File: src/rtl/pe_scheduler.sv
// PE scheduler: unpacks one NoC configuration packet into filter/ifmap memory writes,
// starts the PE, forwards each returned psum as an output packet and waits for done.
package pe_scheduler_pkg;

  localparam int unsigned PKT_W = 39;

  // Incoming configuration packet; f[2] holds packet bits 23:16 (filter word 0)
  // and ifmap bit 4 holds packet bit 28 (ifmap[0]).
  typedef struct packed {
    logic [1:0]      typ;
    logic [7:0]      header;
    logic [4:0]      ifmap;
    logic [2:0][7:0] f;
  } in_pkt_t;

  typedef struct packed {
    logic [1:0]  typ;
    logic [7:0]  header;
    logic        pad;
    logic [1:0]  row;
    logic [1:0]  col;
    logic [15:0] zero;
    logic [7:0]  psum;
  } out_pkt_t;

  localparam logic [1:0] TYPE_CFG  = 2'b01;
  localparam logic [1:0] TYPE_PSUM = 2'b10;

endpackage

module pe_scheduler
  import pe_scheduler_pkg::*;
#(
  parameter int unsigned WIDTH   = 39,
  parameter int unsigned WIDTH_F = 8,
  parameter int unsigned DEPTH_F = 3,
  parameter int unsigned DEPTH_I = 5,
  parameter int unsigned ADDR_F  = 2,
  parameter int unsigned ADDR_I  = 3,
  parameter logic [1:0]  OUT_ROW = 2'b01
) (
  input  logic               clk,
  input  logic               rst_n,
  input  logic [WIDTH-1:0]   pkt_in_data,
  input  logic               pkt_in_valid,
  output logic               pkt_in_ready,
  output logic               f_we,
  output logic [ADDR_F-1:0]  f_addr,
  output logic [WIDTH_F-1:0] f_wdata,
  output logic               i_we,
  output logic [ADDR_I-1:0]  i_addr,
  output logic               i_wdata,
  output logic               start,
  input  logic [7:0]         psum_data,
  input  logic               psum_valid,
  output logic               psum_ready,
  input  logic               done,
  output logic [WIDTH-1:0]   pkt_out_data,
  output logic               pkt_out_valid,
  input  logic               pkt_out_ready,
  output logic               drop
);

  typedef enum logic [2:0] {
    IDLE,
    LOAD_F,
    LOAD_I,
    START,
    WAIT_PSUM,
    SEND,
    WAIT_DONE
  } state_t;

  localparam logic [ADDR_F-1:0] FC_LAST = ADDR_F'(DEPTH_F - 1);
  localparam logic [ADDR_I-1:0] IC_LAST = ADDR_I'(DEPTH_I - 1);

  state_t          state_q, state_d;
  logic [ADDR_F-1:0] fc_q, fc_d;
  logic [ADDR_I-1:0] ic_q, ic_d;
  logic [ADDR_F-1:0] pc_q, pc_d;
  logic            done_seen_q, done_seen_d;
  logic [7:0]      hdr_q, hdr_d;
  logic [4:0]      ifmap_q, ifmap_d;
  logic [2:0][7:0] f_q, f_d;

  logic               pkt_in_ready_d;
  logic               f_we_d;
  logic [ADDR_F-1:0]  f_addr_d;
  logic [WIDTH_F-1:0] f_wdata_d;
  logic               i_we_d;
  logic [ADDR_I-1:0]  i_addr_d;
  logic               i_wdata_d;
  logic               start_d;
  logic               psum_ready_d;
  logic               pkt_out_valid_d;
  logic               drop_d;
  out_pkt_t           out_pkt_d;
  logic [ADDR_F-1:0]  f_sel;
  logic [ADDR_I-1:0]  i_sel;

  in_pkt_t in_pkt;
  logic    in_fire;
  logic    psum_fire;
  logic    out_fire;

  // Ready/valid outputs are registered copies of the state, so they double as handshake qualifiers.
  assign in_pkt    = in_pkt_t'(pkt_in_data);
  assign in_fire   = pkt_in_ready & pkt_in_valid;
  assign psum_fire = psum_ready & psum_valid;
  assign out_fire  = pkt_out_valid & pkt_out_ready;

  // Next state and next registered outputs.
  always_comb begin
    state_d     = state_q;
    fc_d        = fc_q;
    ic_d        = ic_q;
    pc_d        = pc_q;
    done_seen_d = done_seen_q;
    hdr_d       = hdr_q;
    ifmap_d     = ifmap_q;
    f_d         = f_q;
    out_pkt_d   = out_pkt_t'(pkt_out_data);
    drop_d      = 1'b0;

    unique case (state_q)
      IDLE: begin
        if (in_fire) begin
          if (in_pkt.typ == TYPE_CFG) begin
            hdr_d   = in_pkt.header;
            ifmap_d = in_pkt.ifmap;
            f_d     = in_pkt.f;
            fc_d    = '0;
            state_d = LOAD_F;
          end else begin
            drop_d = 1'b1;
          end
        end
      end
      LOAD_F: begin
        if (fc_q == FC_LAST) begin
          fc_d    = '0;
          ic_d    = '0;
          state_d = LOAD_I;
        end else begin
          fc_d = fc_q + ADDR_F'(1);
        end
      end
      LOAD_I: begin
        if (ic_q == IC_LAST) begin
          ic_d    = '0;
          state_d = START;
        end else begin
          ic_d = ic_q + ADDR_I'(1);
        end
      end
      START: begin
        pc_d    = '0;
        state_d = WAIT_PSUM;
      end
      WAIT_PSUM: begin
        if (psum_fire) begin
          out_pkt_d.typ    = TYPE_PSUM;
          out_pkt_d.header = hdr_q;
          out_pkt_d.pad    = 1'b0;
          out_pkt_d.row    = OUT_ROW;
          out_pkt_d.col    = 2'(pc_q + ADDR_F'(1));
          out_pkt_d.zero   = '0;
          out_pkt_d.psum   = psum_data;
          state_d          = SEND;
        end
      end
      SEND: begin
        if (out_fire) begin
          if (pc_q == FC_LAST) begin
            pc_d    = '0;
            state_d = WAIT_DONE;
          end else begin
            pc_d    = pc_q + ADDR_F'(1);
            state_d = WAIT_PSUM;
          end
        end
      end
      WAIT_DONE: begin
        if (done || done_seen_q) begin
          done_seen_d = 1'b0;
          state_d     = IDLE;
        end
      end
      default: state_d = IDLE;
    endcase

    // An early done while the job is running is remembered for WAIT_DONE.
    if (done && (state_q == START || state_q == WAIT_PSUM || state_q == SEND)) begin
      done_seen_d = 1'b1;
    end

    f_sel           = ADDR_F'(2) - fc_d;
    i_sel           = ADDR_I'(4) - ic_d;
    pkt_in_ready_d  = (state_d == IDLE);
    f_we_d          = (state_d == LOAD_F);
    f_addr_d        = f_we_d ? fc_d : '0;
    f_wdata_d       = f_we_d ? WIDTH_F'(f_d[f_sel]) : '0;
    i_we_d          = (state_d == LOAD_I);
    i_addr_d        = i_we_d ? ic_d : '0;
    i_wdata_d       = i_we_d ? ifmap_d[i_sel] : 1'b0;
    start_d         = (state_d == START);
    psum_ready_d    = (state_d == WAIT_PSUM);
    pkt_out_valid_d = (state_d == SEND);
  end

  // State, latches and registered outputs.
  always_ff @(posedge clk or negedge rst_n) begin
    if (!rst_n) begin
      state_q       <= IDLE;
      fc_q          <= '0;
      ic_q          <= '0;
      pc_q          <= '0;
      done_seen_q   <= 1'b0;
      hdr_q         <= '0;
      ifmap_q       <= '0;
      f_q           <= '0;
      pkt_in_ready  <= 1'b0;
      f_we          <= 1'b0;
      f_addr        <= '0;
      f_wdata       <= '0;
      i_we          <= 1'b0;
      i_addr        <= '0;
      i_wdata       <= 1'b0;
      start         <= 1'b0;
      psum_ready    <= 1'b0;
      pkt_out_data  <= '0;
      pkt_out_valid <= 1'b0;
      drop          <= 1'b0;
    end else begin
      state_q       <= state_d;
      fc_q          <= fc_d;
      ic_q          <= ic_d;
      pc_q          <= pc_d;
      done_seen_q   <= done_seen_d;
      hdr_q         <= hdr_d;
      ifmap_q       <= ifmap_d;
      f_q           <= f_d;
      pkt_in_ready  <= pkt_in_ready_d;
      f_we          <= f_we_d;
      f_addr        <= f_addr_d;
      f_wdata       <= f_wdata_d;
      i_we          <= i_we_d;
      i_addr        <= i_addr_d;
      i_wdata       <= i_wdata_d;
      start         <= start_d;
      psum_ready    <= psum_ready_d;
      pkt_out_data  <= WIDTH'(out_pkt_d);
      pkt_out_valid <= pkt_out_valid_d;
      drop          <= drop_d;
    end
  end

endmodule

File: config.mk
export PLATFORM = sky130hd
export DESIGN_NAME = pe_scheduler
export DESIGN_NICKNAME = d
export VERILOG_FILES = /design/src/rtl/pe_scheduler.sv
export SDC_FILE = /design/constraint.sdc
export NUM_CORES = 1
export LEC_CHECK = 0
export CAP_MARGIN = 40
export CORE_UTILIZATION = 30
export CTS_BUF_LIST = sky130_fd_sc_hd__clkbuf_16
export DETAILED_ROUTE_END_ITERATION = 12
export GPL_TIMING_DRIVEN = 0
export HOLD_SLACK_MARGIN = 0.15
export PLACE_DENSITY = 0.55
export SLEW_MARGIN = 20
export SYNTH_ARGS = -nofsm -noshare
export SYNTH_HDL_FRONTEND = slang
export SYNTH_SLANG_ARGS = --single-unit
File: constraint.sdc
create_clock -name clk -period 2.5 [get_ports clk]
set_clock_uncertainty 0.05 [all_clocks]
set_input_delay 0.5 -clock clk [delete_from_list [all_inputs] [get_ports clk]]
set_output_delay 0.5 -clock clk [all_outputs]
set_load 0.01 [all_outputs]
==> metrics.md <==
| Metric | Value |
|---|---|
| Status | `completed` |
| Finish-stage setup viols | `0` |
| Clock slew at reported path FFs | `approximately 0.070 ns` |
| Share of the synthesized area in the top cell type | `56.8%` |
| P_leak | `0.00268 uW` |
| Cell count after placement | `between 600 and 700` |
| Vias in the first global route | `2755` |
| Combinational group share of total power | `between 30% and 40%` |
| Antenna violations before repair | `0` |
| Worst path bufs/invs | `1` |
| Mapped cell area | `3880 sq um` |
| Design Power | `4980 uW` |
| DP Wirelength | `6.33 mm` |
| Fmax | `424 MHz` |
| Max_cap viols | `0` |
| Ant. Diodes | `0` |
| Layout cells sized above 1 | `18.0%` |
| Area contributors post-synth | `dfrtp_1, nand2_1, mux2_2, buf_4, mux2i_1` |
| Syn Inst Count | `332` |
| Most common cell in the synthesized netlist | `dfrtp_1` |
| CTS buffer count | `9` |
| Pin count of the biggest net entering global routing | `51` |
| Worst vdd ir | `0.314 mV` |
| Startpoint types | `flip-flop` |
| Core area | `12600 sq um` |
| Cell Count, Final, Fillers Out | `632` |
| Min Hold Slack | `roughly 0.14 ns` |
| Flops & latches, synth | `88` |
| Routed length per instance | `roughly 14 um` |
| R2R depth | `8` |
| Crit path max fanout | `10` |
| Number of synthesized flops with an enable pin | `0` |
| CTS tree | `built` |
| WL final | `8.60 mm` |
| Crit path from | `state_q[0]` |
| Crit-path slowest cell | `or4_1` |
| Avg Cell Area, Syn | `about 12 sq um` |
| Die Ht | `116 um` |
| Drt via density | `4.41` |
| CP endpoint kind | `flip-flop` |
| Clock Tree Buf Depth | `2` |
| First-pass GRT wire length | `between 10 and 15 mm` |
| Fin crit share | `94.4%` |
| Reg2reg start | `state_q[0]` |
| Setup CP Type | `reg -> reg` |
| Register area share after synthesis | `56.8%` |
| Pwr dens | `914 nW/um^2` |
| CP arrival | `2.53 ns` |
| GPL Wtd Cong | `approximately 0.76` |
| Sequential share of power | `39.2%` |
| Via count | `2787` |
| Tmin final | `2.36 ns` |
| Row count | `between 40 and 50` |
| Max stage delay on crit path | `0.50 ns` |
| Setup TNS | `0 ns` |
| Worst skew pair latency | `~0.33 ns` |
| Commonest cells post-synth | `dfrtp_1, nand2_1, mux2_2` |
| Overall global routing resource usage | `13.4%` |
| DRC Markers | `0` |
| IO Port Bufs | `a little over 90` |
| Post-CTS Setup Bufs | `0` |
| Post-CTS Resized | `1` |
| Sinks on Clock Net | `88` |
| IO Pins | `113` |
| Routed Antenna Nets | `0` |
| Initial drt markers | `111` |
| Die Area | `between 10000 and 15000 sq um` |
| Top FF cell, synth | `dfrtp_1` |
| Library cells used by synthesis | `just over 50` |
| H-tree depth | `3` |
| Slew Viols, Final | `0` |
| Chip width | `roughly 120 um` |
| Post-synth top area cell | `dfrtp_1` |
| Switching share of power | `31.4%` |
| CTS root buffer | `clkbuf_16` |
| Worst EP required | `2.67 ns` |
| End of the worst register-to-register path | `i_wdata` |
| DR pass1 iterations | `4` |
| RSZ-0062 raised after global routing | `no` |
| Fillers | `1244` |
| Layout Nets | `514` |
| Max-slew headroom | `55.7%` |
| Min-Delay Path Class | `in -> async` |
| Synth-to-Final Area Change | `40.5%` |
| Reg2reg setup slack | `roughly 0.14 ns` |
| Post-synthesis async set-or-reset flop share | `100%` |
| PnR worst setup slack | `0.140 ns` |
| Clock network power share | `a little over a quarter` |
| Starting Density | `30.7%` |
| Final Hold Vio Count | `0` |
| Place WS | `-0.409 ns` |
| NetSw | `1560 uW` |
| CP Cell Sequence | `buf_2 > nor3b_4 > and3_4 > a21oi_4 > ha_1 > xor2_1 > or4_1 > o211a_1` |
| Cell-internal power | `between 3000 and 4000 uW` |
| Hold-fix buffer count after cts | `0` |
| Worst slew pin tran | `0.664 ns` |
| Top delay family on crit path | `simple AND/OR/NAND/NOR gates` |
| Synth warn | `0` |
| Grt ovf | `0` |
-- worst max path at each step --
stage / endpoint / slack (ns) / depth (start not counted)
final: i_wdata / 0.14 / 8
after global routing: i_wdata / 0.02 / 8
after CTS: i_wdata / 0.06 / 8
after detailed placement: f_wdata[6] / -0.41 / 8
after global placement: pkt_out_valid / -2.39 / 1
after floorplan: i_wdata / 0.33 / 8
-- power groups by stage --
stage	Clock (uW)	Combinational [uW]	Sequential, uW
floorplan	0	938	2010
global placement	0	1640	1960
detailed placement	0	1670	1970
global route	1430	1850	1990
finish	1340	1690	1950
CTS	1380	1680	1950
-- per-stage QoR --
stage          util, %  area [sq um]
3_3_place_gp      40.4          5090
3_5_place_dp      40.5          5110
2_1_floorplan        -          3950
5_1_grt           43.2          5450
6_report          43.2          5450
4_1_cts           42.9          5410
-- metal layers --
metal | global-route usage (%) | wire, um | up-vias
li1 | - | - | 1336
met1 | 16.6 | 3660 | 1372
met2 | 22.7 | 4370 | 67
met3 | 2.56 | 380 | 12
met4 | 6.50 | 182 | 0
met5 | 0 | 0 | -
-- logic make-up after synthesis --
| kind of cell | synth area share, % |
|---|---|
| buffers and inverters | 7.61 |
| flip-flops | 56.8 |
| AO/OA/AOI/OAI | 7.13 |
| AND/OR/NAND/NOR | 14.6 |
| XOR/XNOR | 0.226 |
| adder cells (fa/ha/maj) | 1.93 |
| multiplexers | 11.6 |
| other | 0.0967 |
-- area by class of cell --
cell class | instances | area (sq um) | area share, %
flip-flops and latches | 88 | 2200 | 40.4
multi-input cells | 218 | 1490 | 27.4
repair buffers | 94 | 948 | 17.4
plain buffers | 34 | 258 | 4.73
clock buffers | 9 | 225 | 4.13
well taps | 172 | 215 | 3.95
clock inverters | 7 | 70.1 | 1.29
inverters | 10 | 37.5 | 0.689
-- worst reg2reg max path, delay by kind of cell, from the launching register on --
kind                       cells  cell delay, ns
adders and majority gates      1            0.20
and+or+nand+nor                3            1.02
xor gates and xnor gates       1            0.18
AOI/OAI and AO/OA              2            0.20
buffers and inverters          1            0.20
DFF                            1            0.40
-- flip-flops by register name, summed over array words and instances, names as in the netlist, 2 cells and up --
name / cells
state_q: 3
f_q: 24
f_addr: 2
ic_q: 3
i_addr: 3
pc_q: 2
fc_q: 2
pkt_out_data: 19
ifmap_q: 5
hdr_q: 8
f_wdata: 8
-- cell usage in the layout, fill, tap and decap left out, drive strengths merged, types with 4 or more instances in the layout --
cell / count
clkdlybuf4s50: 92
dfrtp: 88
nand2: 79
buf: 33
mux2: 32
conb: 19
inv: 12
clkbuf: 12
mux2i: 9
nor2: 7
a22o: 6
o311a: 6
ha: 6
a21oi: 6
nor3b: 6
nor2b: 5
nand3: 4
clkinv: 4
(Power assumes the default switching activity.)
